`src/rtl/sprite_pkg.sv`:
```
// Shared types and constants for the sprite-sheet fetch engine.
// Optional colour keying is enabled by defining SPRITE_FETCH_COLOR_KEY_EN.
package sprite_pkg;

  localparam int SHEET_W = 320;
  localparam int SHEET_H = 240;
  localparam int ADDR_W  = 20;
  localparam int DATA_W  = 12;
  localparam int DIM_W   = 9;

  localparam logic [11:0] KEY_COLOR = 12'hF0F;

  typedef logic [11:0] rgb444_t;

  typedef enum logic [1:0] {
    IDLE,
    FETCH,
    DRAIN,
    DONE
  } fetch_state_e;

  typedef struct packed {
    rgb444_t          data;
    logic [DIM_W-1:0] col;
    logic [DIM_W-1:0] row;
    logic             last;
    logic             mask;
  } pix_entry_t;

endpackage

```
`src/rtl/sprite_fetch_if.sv`:
```
// Pixel stream from the sprite fetch engine to the line-buffer writer.
interface sprite_fetch_if
  import sprite_pkg::*;
();

  logic             pix_valid;
  logic             pix_ready;
  rgb444_t          pix_data;
  logic [DIM_W-1:0] pix_col;
  logic [DIM_W-1:0] pix_row;
  logic             pix_last;
  logic             pix_mask;

  modport master (
    output pix_valid, pix_data, pix_col, pix_row, pix_last, pix_mask,
    input  pix_ready
  );

  modport slave (
    input  pix_valid, pix_data, pix_col, pix_row, pix_last, pix_mask,
    output pix_ready
  );

endinterface

```
`src/rtl/sprite_fetch_fifo.sv`:
```
// Two-entry output buffer holding returned ROM words with their tags.
module sprite_fetch_fifo
  import sprite_pkg::*;
(
  input  logic       Clk,
  input  logic       Reset,
  input  logic       push,
  input  pix_entry_t push_entry,
  input  logic       pop,
  output pix_entry_t head,
  output logic [1:0] count
);

  pix_entry_t mem [2];
  logic       wr_ptr;
  logic       rd_ptr;

  always_ff @(posedge Clk) begin
    if (Reset) begin
      mem[0] <= '0;
      mem[1] <= '0;
      wr_ptr <= 1'b0;
      rd_ptr <= 1'b0;
      count  <= 2'd0;
    end else begin
      if (push) begin
        mem[wr_ptr] <= push_entry;
        wr_ptr      <= ~wr_ptr;
      end
      if (pop) begin
        rd_ptr <= ~rd_ptr;
      end
      count <= count + {1'b0, push} - {1'b0, pop};
    end
  end

  assign head = mem[rd_ptr];

endmodule

```
`src/rtl/sprite_fetch.sv`:
```
// Walks a sprite rectangle of the sheet ROM and streams its pixels in raster order.
// Define SPRITE_FETCH_COLOR_KEY_EN to derive pix_mask from KEY_COLOR.
module sprite_fetch
  import sprite_pkg::*;
(
  input  logic              Clk,
  input  logic              Reset,
  input  logic              start,
  input  logic [DIM_W-1:0]  src_x,
  input  logic [DIM_W-1:0]  src_y,
  input  logic [DIM_W-1:0]  spr_w,
  input  logic [DIM_W-1:0]  spr_h,
  output logic [ADDR_W-1:0] rom_addr,
  input  logic [DATA_W-1:0] rom_data,
  sprite_fetch_if.master    pix,
  output logic              busy,
  output logic              done
);

  fetch_state_e      state_q, state_d;
  logic [DIM_W-1:0]  w_q, h_q, col_q, row_q;
  logic [ADDR_W-1:0] row_base_q;
  logic              in_flight_q;
  logic [DIM_W-1:0]  fl_col_q, fl_row_q;
  logic              fl_last_q;

  logic [1:0]        count;
  pix_entry_t        head;
  pix_entry_t        push_entry;
  logic              push_mask;
  logic              pop, issue, col_end, row_end, zero_size;
  logic [2:0]        credit_used, credit_cap;

  assign rom_addr    = row_base_q + ADDR_W'(col_q);
  assign pop         = pix.pix_valid & pix.pix_ready;
  assign col_end     = (col_q == w_q - DIM_W'(1));
  assign row_end     = (row_q == h_q - DIM_W'(1));
  assign zero_size   = (spr_w == '0) || (spr_h == '0);
  // a slot freed by this cycle's pop may be reused by this cycle's issue
  assign credit_used = {1'b0, count} + {2'b0, in_flight_q};
  assign credit_cap  = 3'd2 + {2'b0, pop};

  always_comb begin
    state_d = state_q;
    issue   = 1'b0;
    busy    = (state_q != IDLE);
    done    = 1'b0;
    case (state_q)
      IDLE:  if (start) state_d = zero_size ? DONE : FETCH;
      FETCH: begin
        if (credit_used < credit_cap) begin
          issue = 1'b1;
          if (col_end && row_end) state_d = DRAIN;
        end
      end
      DRAIN: if (pop && head.last) state_d = DONE;
      DONE: begin
        done    = 1'b1;
        state_d = IDLE;
      end
      default: state_d = IDLE;
    endcase
  end

  always_ff @(posedge Clk) begin
    if (Reset) begin
      state_q     <= IDLE;
      w_q         <= '0;
      h_q         <= '0;
      col_q       <= '0;
      row_q       <= '0;
      row_base_q  <= '0;
      in_flight_q <= 1'b0;
      fl_col_q    <= '0;
      fl_row_q    <= '0;
      fl_last_q   <= 1'b0;
    end else begin
      state_q     <= state_d;
      in_flight_q <= issue;
      if (state_q == IDLE && start) begin
        w_q        <= spr_w;
        h_q        <= spr_h;
        col_q      <= '0;
        row_q      <= '0;
        row_base_q <= ADDR_W'(src_y) * ADDR_W'(SHEET_W) + ADDR_W'(src_x);
      end else if (issue) begin
        fl_col_q  <= col_q;
        fl_row_q  <= row_q;
        fl_last_q <= col_end && row_end;
        if (col_end) begin
          col_q      <= '0;
          row_q      <= row_q + DIM_W'(1);
          row_base_q <= row_base_q + ADDR_W'(SHEET_W);
        end else begin
          col_q <= col_q + DIM_W'(1);
        end
      end
    end
  end

`ifdef SPRITE_FETCH_COLOR_KEY_EN
  assign push_mask = (rom_data != KEY_COLOR);
`else
  assign push_mask = 1'b1;
`endif

  assign push_entry = '{data: rom_data, col: fl_col_q, row: fl_row_q,
                        last: fl_last_q, mask: push_mask};

  sprite_fetch_fifo u_fifo (
    .Clk        (Clk),
    .Reset      (Reset),
    .push       (in_flight_q),
    .push_entry (push_entry),
    .pop        (pop),
    .head       (head),
    .count      (count)
  );

  assign pix.pix_valid = (count != 2'd0);
  assign pix.pix_data  = head.data;
  assign pix.pix_col   = head.col;
  assign pix.pix_row   = head.row;
  assign pix.pix_last  = head.last;
  assign pix.pix_mask  = head.mask;

endmodule

```
`src/flat_wrapper.sv`:
```
// flat-port wrapper written by rule: the top's interface ports become plain ports
module sprite_fetch_flat import sprite_pkg::*;
  (Clk, Reset, start, src_x, src_y, spr_w, spr_h, rom_addr, rom_data, busy, done, pix_pix_valid, pix_pix_data, pix_pix_col, pix_pix_row, pix_pix_last, pix_pix_mask, pix_pix_ready);
  sprite_fetch_if pix_i ();
  input  logic Clk;
  input  logic Reset;
  input  logic start;
  input  logic [DIM_W-1:0] src_x;
  input  logic [DIM_W-1:0] src_y;
  input  logic [DIM_W-1:0] spr_w;
  input  logic [DIM_W-1:0] spr_h;
  output logic [ADDR_W-1:0] rom_addr;
  input  logic [DATA_W-1:0] rom_data;
  output logic busy;
  output logic done;
  output wire logic [$bits(pix_i.pix_valid)-1:0] pix_pix_valid;
  output wire logic [$bits(pix_i.pix_data)-1:0] pix_pix_data;
  output wire logic [$bits(pix_i.pix_col)-1:0] pix_pix_col;
  output wire logic [$bits(pix_i.pix_row)-1:0] pix_pix_row;
  output wire logic [$bits(pix_i.pix_last)-1:0] pix_pix_last;
  output wire logic [$bits(pix_i.pix_mask)-1:0] pix_pix_mask;
  input wire logic [$bits(pix_i.pix_ready)-1:0] pix_pix_ready;
  assign pix_pix_valid = pix_i.pix_valid;
  assign pix_pix_data = pix_i.pix_data;
  assign pix_pix_col = pix_i.pix_col;
  assign pix_pix_row = pix_i.pix_row;
  assign pix_pix_last = pix_i.pix_last;
  assign pix_pix_mask = pix_i.pix_mask;
  assign pix_i.pix_ready = pix_pix_ready;
  sprite_fetch u_core (.Clk(Clk), .Reset(Reset), .start(start), .src_x(src_x), .src_y(src_y), .spr_w(spr_w), .spr_h(spr_h), .rom_addr(rom_addr), .rom_data(rom_data), .pix(pix_i), .busy(busy), .done(done));
endmodule
```
`config.mk`:
```
export PLATFORM = sky130hd
export DESIGN_NAME = sprite_fetch_flat
export DESIGN_NICKNAME = d
export VERILOG_FILES = /design/src/rtl/sprite_pkg.sv /design/src/rtl/sprite_fetch_if.sv /design/src/rtl/sprite_fetch_fifo.sv /design/src/rtl/sprite_fetch.sv /design/src/flat_wrapper.sv
export SDC_FILE = /design/constraint.sdc
export NUM_CORES = 1
export LEC_CHECK = 0
export BUFFER_PORTS_ARGS = -buffer_cell sky130_fd_sc_hd__buf_2
export CELL_PAD_IN_SITES_DETAIL_PLACEMENT = 0
export CELL_PAD_IN_SITES_GLOBAL_PLACEMENT = 1
export CORE_ASPECT_RATIO = 1.2
export CORE_MARGIN = 2
export CORE_UTILIZATION = 48
export DETAILED_ROUTE_END_ITERATION = 12
export PLACE_DENSITY_LB_ADDON = 0.05
export SLEW_MARGIN = 5
export SYNTH_ARGS = -nofsm -noshare
export SYNTH_HDL_FRONTEND = slang
export SYNTH_SLANG_ARGS = --single-unit
```
`constraint.sdc`:
```
create_clock -name Clk -period 7.5 [get_ports Clk]
set_clock_uncertainty 0.15 [all_clocks]
set_input_delay 1.5 -clock Clk [delete_from_list [all_inputs] [get_ports Clk]]
set_output_delay 1.5 -clock Clk [all_outputs]
set_load 0.05 [all_outputs]
```
==> impl_metrics.ini <==
[outcome]
outcome = finished clean

[sta]
hold-worst-slack_ns = 0.3058
setup_violations = 0
period_share_pct = 66.90
max_slew_margin_pct = 35.04
hold_violations = 0
finalMaxSlewViolations = 0
worst-slew-pin-transition_ns = 0.9691
period_minus_slack_ns = 5.017
rsz0062_at_grt = no
fmax_mhz = 199.3
tns_ns = 0

[routing]
drtIter0Drc = 272
first_pass_iters = 5
drc_errors = 0
via_per_inst = 5.384
ant_nets = 0
vias = 6407
drt_wl_total_um = 18180
wl_per_cell_um = 15.28

[worst_setup_path]
critPathKind = register to output pin
crit_path_start_kind = register
reg2regPathDepth = 7
cp-end-kind = output pin
worstReg2RegEnd = u_core.row_base_q[10]
required_ns = 5.85
crit-reg2reg-launch = u_core.w_q[0]
crit_top_cell = o21ai_0
cpLargestDelayFamily = compound AO/OA/AOI/OAI gates
critPathMaxStageDelay_ns = 0.54
crit_chain = ha_1 > inv_1 > fa_1 > nor2b_1 > o21ai_0 > a21boi_0 > o21ai_0 > a211oi_1 > o211ai_1 > xnor2_1 > buf_2
crit_fanout = 6
path_buf_inv = 2
worst_ep_arrival_time_ns = 3.37
r2r_setup_slack_ns = 4.47
crit_slowest_cell = a211oi_1

[pwr]
power.share.clock_pct = 26.6
p_int_mw = 1.730
power_mw = 2.940
switching_share_pct = 41.14
switchingPower_mw = 1.209
power_density_mw_per_mm2 = 310.7
seqPwrFrac_pct = 35.0
vdd_drop_max_v = 0.0001756
p_comb_share_pct = 38.4
leakage_nw = 3.860

[layout]
drive_gt1_share_pct = 20.43
fill_cells = 1570
diodes = 0
syn_to_final_growth_pct = 15.22
fin_area_mm2 = 0.009460
final_nets = 1056

[place]
dp_hpwl_um = 13610
placed_area_mm2 = 0.008914
portBuffers = 106
globalplace.congestion = 0.8436

[clocking]
htree_levels = 4
clock_latency_ns = 0.42
cts_resized = 0
cts_buffers = 17
holdBufCountCts = 0
root_buffer = clkbuf_16
cts_setup_buffers = 0
tritoncts = yes
clk_pin_slew_worst_paths_ns = 0.06
clockBufferDepth = 2
cts_sinks = 147

[synth]
synth_adder_area_share_pct = 6.827
syn_inst = 867
yosys.area_share.simple_pct = 21.98
ys_ff_latch = 147
synth_cell_type_count = 78
ys_seq_area_share_pct = 43.40
synth-compound-area-share_pct = 12.04
synth_top_family_by_area = simple AND/OR/NAND/NOR gates
ys.flop_type = dfxtp_1
ys.warnings.count = 0
synth_top_area_share_pct = 22.68
synthXorXnorAreaFrac_pct = 7.041
netlist_top_cells_area = edfxtp_1, dfxtp_1, ha_1, nand2_1, and2_1
syn_avg_cell_area_um2 = 9.470
synth_nets = 962
synth_mux_area_share_pct = 5.105
synth_area_mm2 = 0.008210
synth-edff-count = 62
ys_async_sr_fraction_pct = 0
synth_area_leader_cell = edfxtp_1

[floorplan]
core_mm2 = 0.01679
start_util_pct = 48.91
rows = 52
chipWidth_um = 123.4
die_h_um = 147.3
ioPinCount = 107
die_area_mm2 = 0.01817

[global_route]
grt_overflow = 0
first_global_vias = 6264
antenna_found_initial = 0
grtUsageTotal_pct = 20.84
grt_start_max_net_pins = 70
grt_first_pass_wirelength_um = 30260

[min_path]
hold_class = register to register
hp-start = u_core.u_fifo.mem[1][0]
whs_path_depth = 1
hold_path_end = u_core.u_fifo.mem[1][0]

[run]
maxCapViolCount = 0
==> kinds of logic (layout without fill, tap and decap cells) <==
kind of cell | count (synthesis) | in the layout
multiplexers | 38 | 38
AO/OA/AOI/OAI | 151 | 151
AND/OR/NAND/NOR | 347 | 347
XOR/XNOR | 66 | 66
buffers and inverters | 75 | 182
flip-flops | 147 | 147
adder cells (fa/ha/maj) | 43 | 43
==> synth_stat cells (3+ instances only) <==
cell / number
a31o_2: 3
inv_1: 35
nand4_1: 17
xor2_1: 25
a211oi_1: 7
nor2_1: 52
nand2b_1: 3
a31oi_1: 4
ha_1: 40
buf_2: 3
mux2i_1: 7
or3_1: 8
nor3b_1: 3
xnor2_1: 41
a21oi_1: 69
mux2_2: 30
a21o_1: 6
dfxtp_1: 85
nor4_1: 8
buf_1: 6
and2_1: 66
nor2b_1: 9
o311ai_0: 3
and4_1: 3
clkbuf_1: 29
a311oi_1: 3
o21ai_0: 16
nand3_1: 12
fa_1: 3
nor3_1: 5
nand2_1: 125
or2_2: 5
and3_1: 8
o21a_1: 5
nor4b_1: 3
edfxtp_1: 62
o211ai_1: 5
==> cell type report <==
type	instances	area (um2)	share of cell area [%]
multi-input cells	645	4350	45.99
clock buffers	17	425.4	4.497
clock inverters	15	121.4	1.283
flip-flops and latches	147	3563	37.67
repair buffers	115	598.1	6.322
inverters	35	131.4	1.389
well taps	216	270.3	2.857
==> worst max path at each step <==
stage                   end             from  cells after the start  slack, ns
6_report       rom_addr[12]  u_core.col_q[0]                     11       2.48
3_5_place_dp   rom_addr[12]  u_core.col_q[0]                     11       2.91
2_1_floorplan  rom_addr[12]  u_core.col_q[0]                     10       2.86
4_1_cts        rom_addr[12]  u_core.col_q[0]                     11       2.42
5_1_grt        rom_addr[12]  u_core.col_q[0]                     11       2.11
3_3_place_gp   rom_addr[16]  u_core.col_q[0]                     11       2.98
==> flip-flops by register name, summed over array words and instances (netlist names), named ones only <==
register	flops
u_core.u_fifo.count	2
u_core.u_fifo.wr_ptr	1
u_core.u_fifo.rd_ptr	1
u_core.fl_row_q	9
u_core.fl_col_q	9
u_core.row_q	9
u_core.h_q	9
u_core.row_base_q	20
u_core.w_q	9
u_core.u_fifo.mem	64
u_core.in_flight_q	1
u_core.fl_last_q	1
u_core.col_q	9
u_core.state_q	2
==> layout by cell type (no fill, tap or decap), drive strengths merged, types with 25 or more instances in the layout <==
cell type  synthesis  routed
nand2            125     125
buf               11     115
dfxtp             85      85
a21oi             70      70
and2              66      66
edfxtp            62      62
nor2              52      52
inv               35      42
xnor2             41      41
ha                40      40
mux2              31      31
xor2              25      25
==> layer usage <==
layer	part of all wire (%)	GRT usage (%)	wire length, um	vias up
li1	-	-	-	3254
met1	44	25.56	7968	3033
met2	52	37.12	9443	108
met3	3.4	3.727	615	12
met4	0.85	5.568	154	0
met5	0	0	0	-
==> stage by stage <==
stage               std cells  utilization, %  worst slack [ns]
floorplan                 867               -             2.860
CTS                      1190           56.36             2.420
global route             1190           56.36             2.107
detailed placement       1158           53.10             2.908
finish                   1190           56.36             2.483
global placement         1158           53.10             2.980
==> power by group through the flow <==
stage	clock [mW]	sequential, mW	combinational (mW)
floorplan	0	1.01	0.921
global placement	0	1.04	1.12
detailed placement	0	1.04	1.14
CTS	0.800	1.03	1.14
global route	0.834	1.04	1.23
finish	0.782	1.03	1.13
No activity file was read; power rests on OpenSTA's default activity.
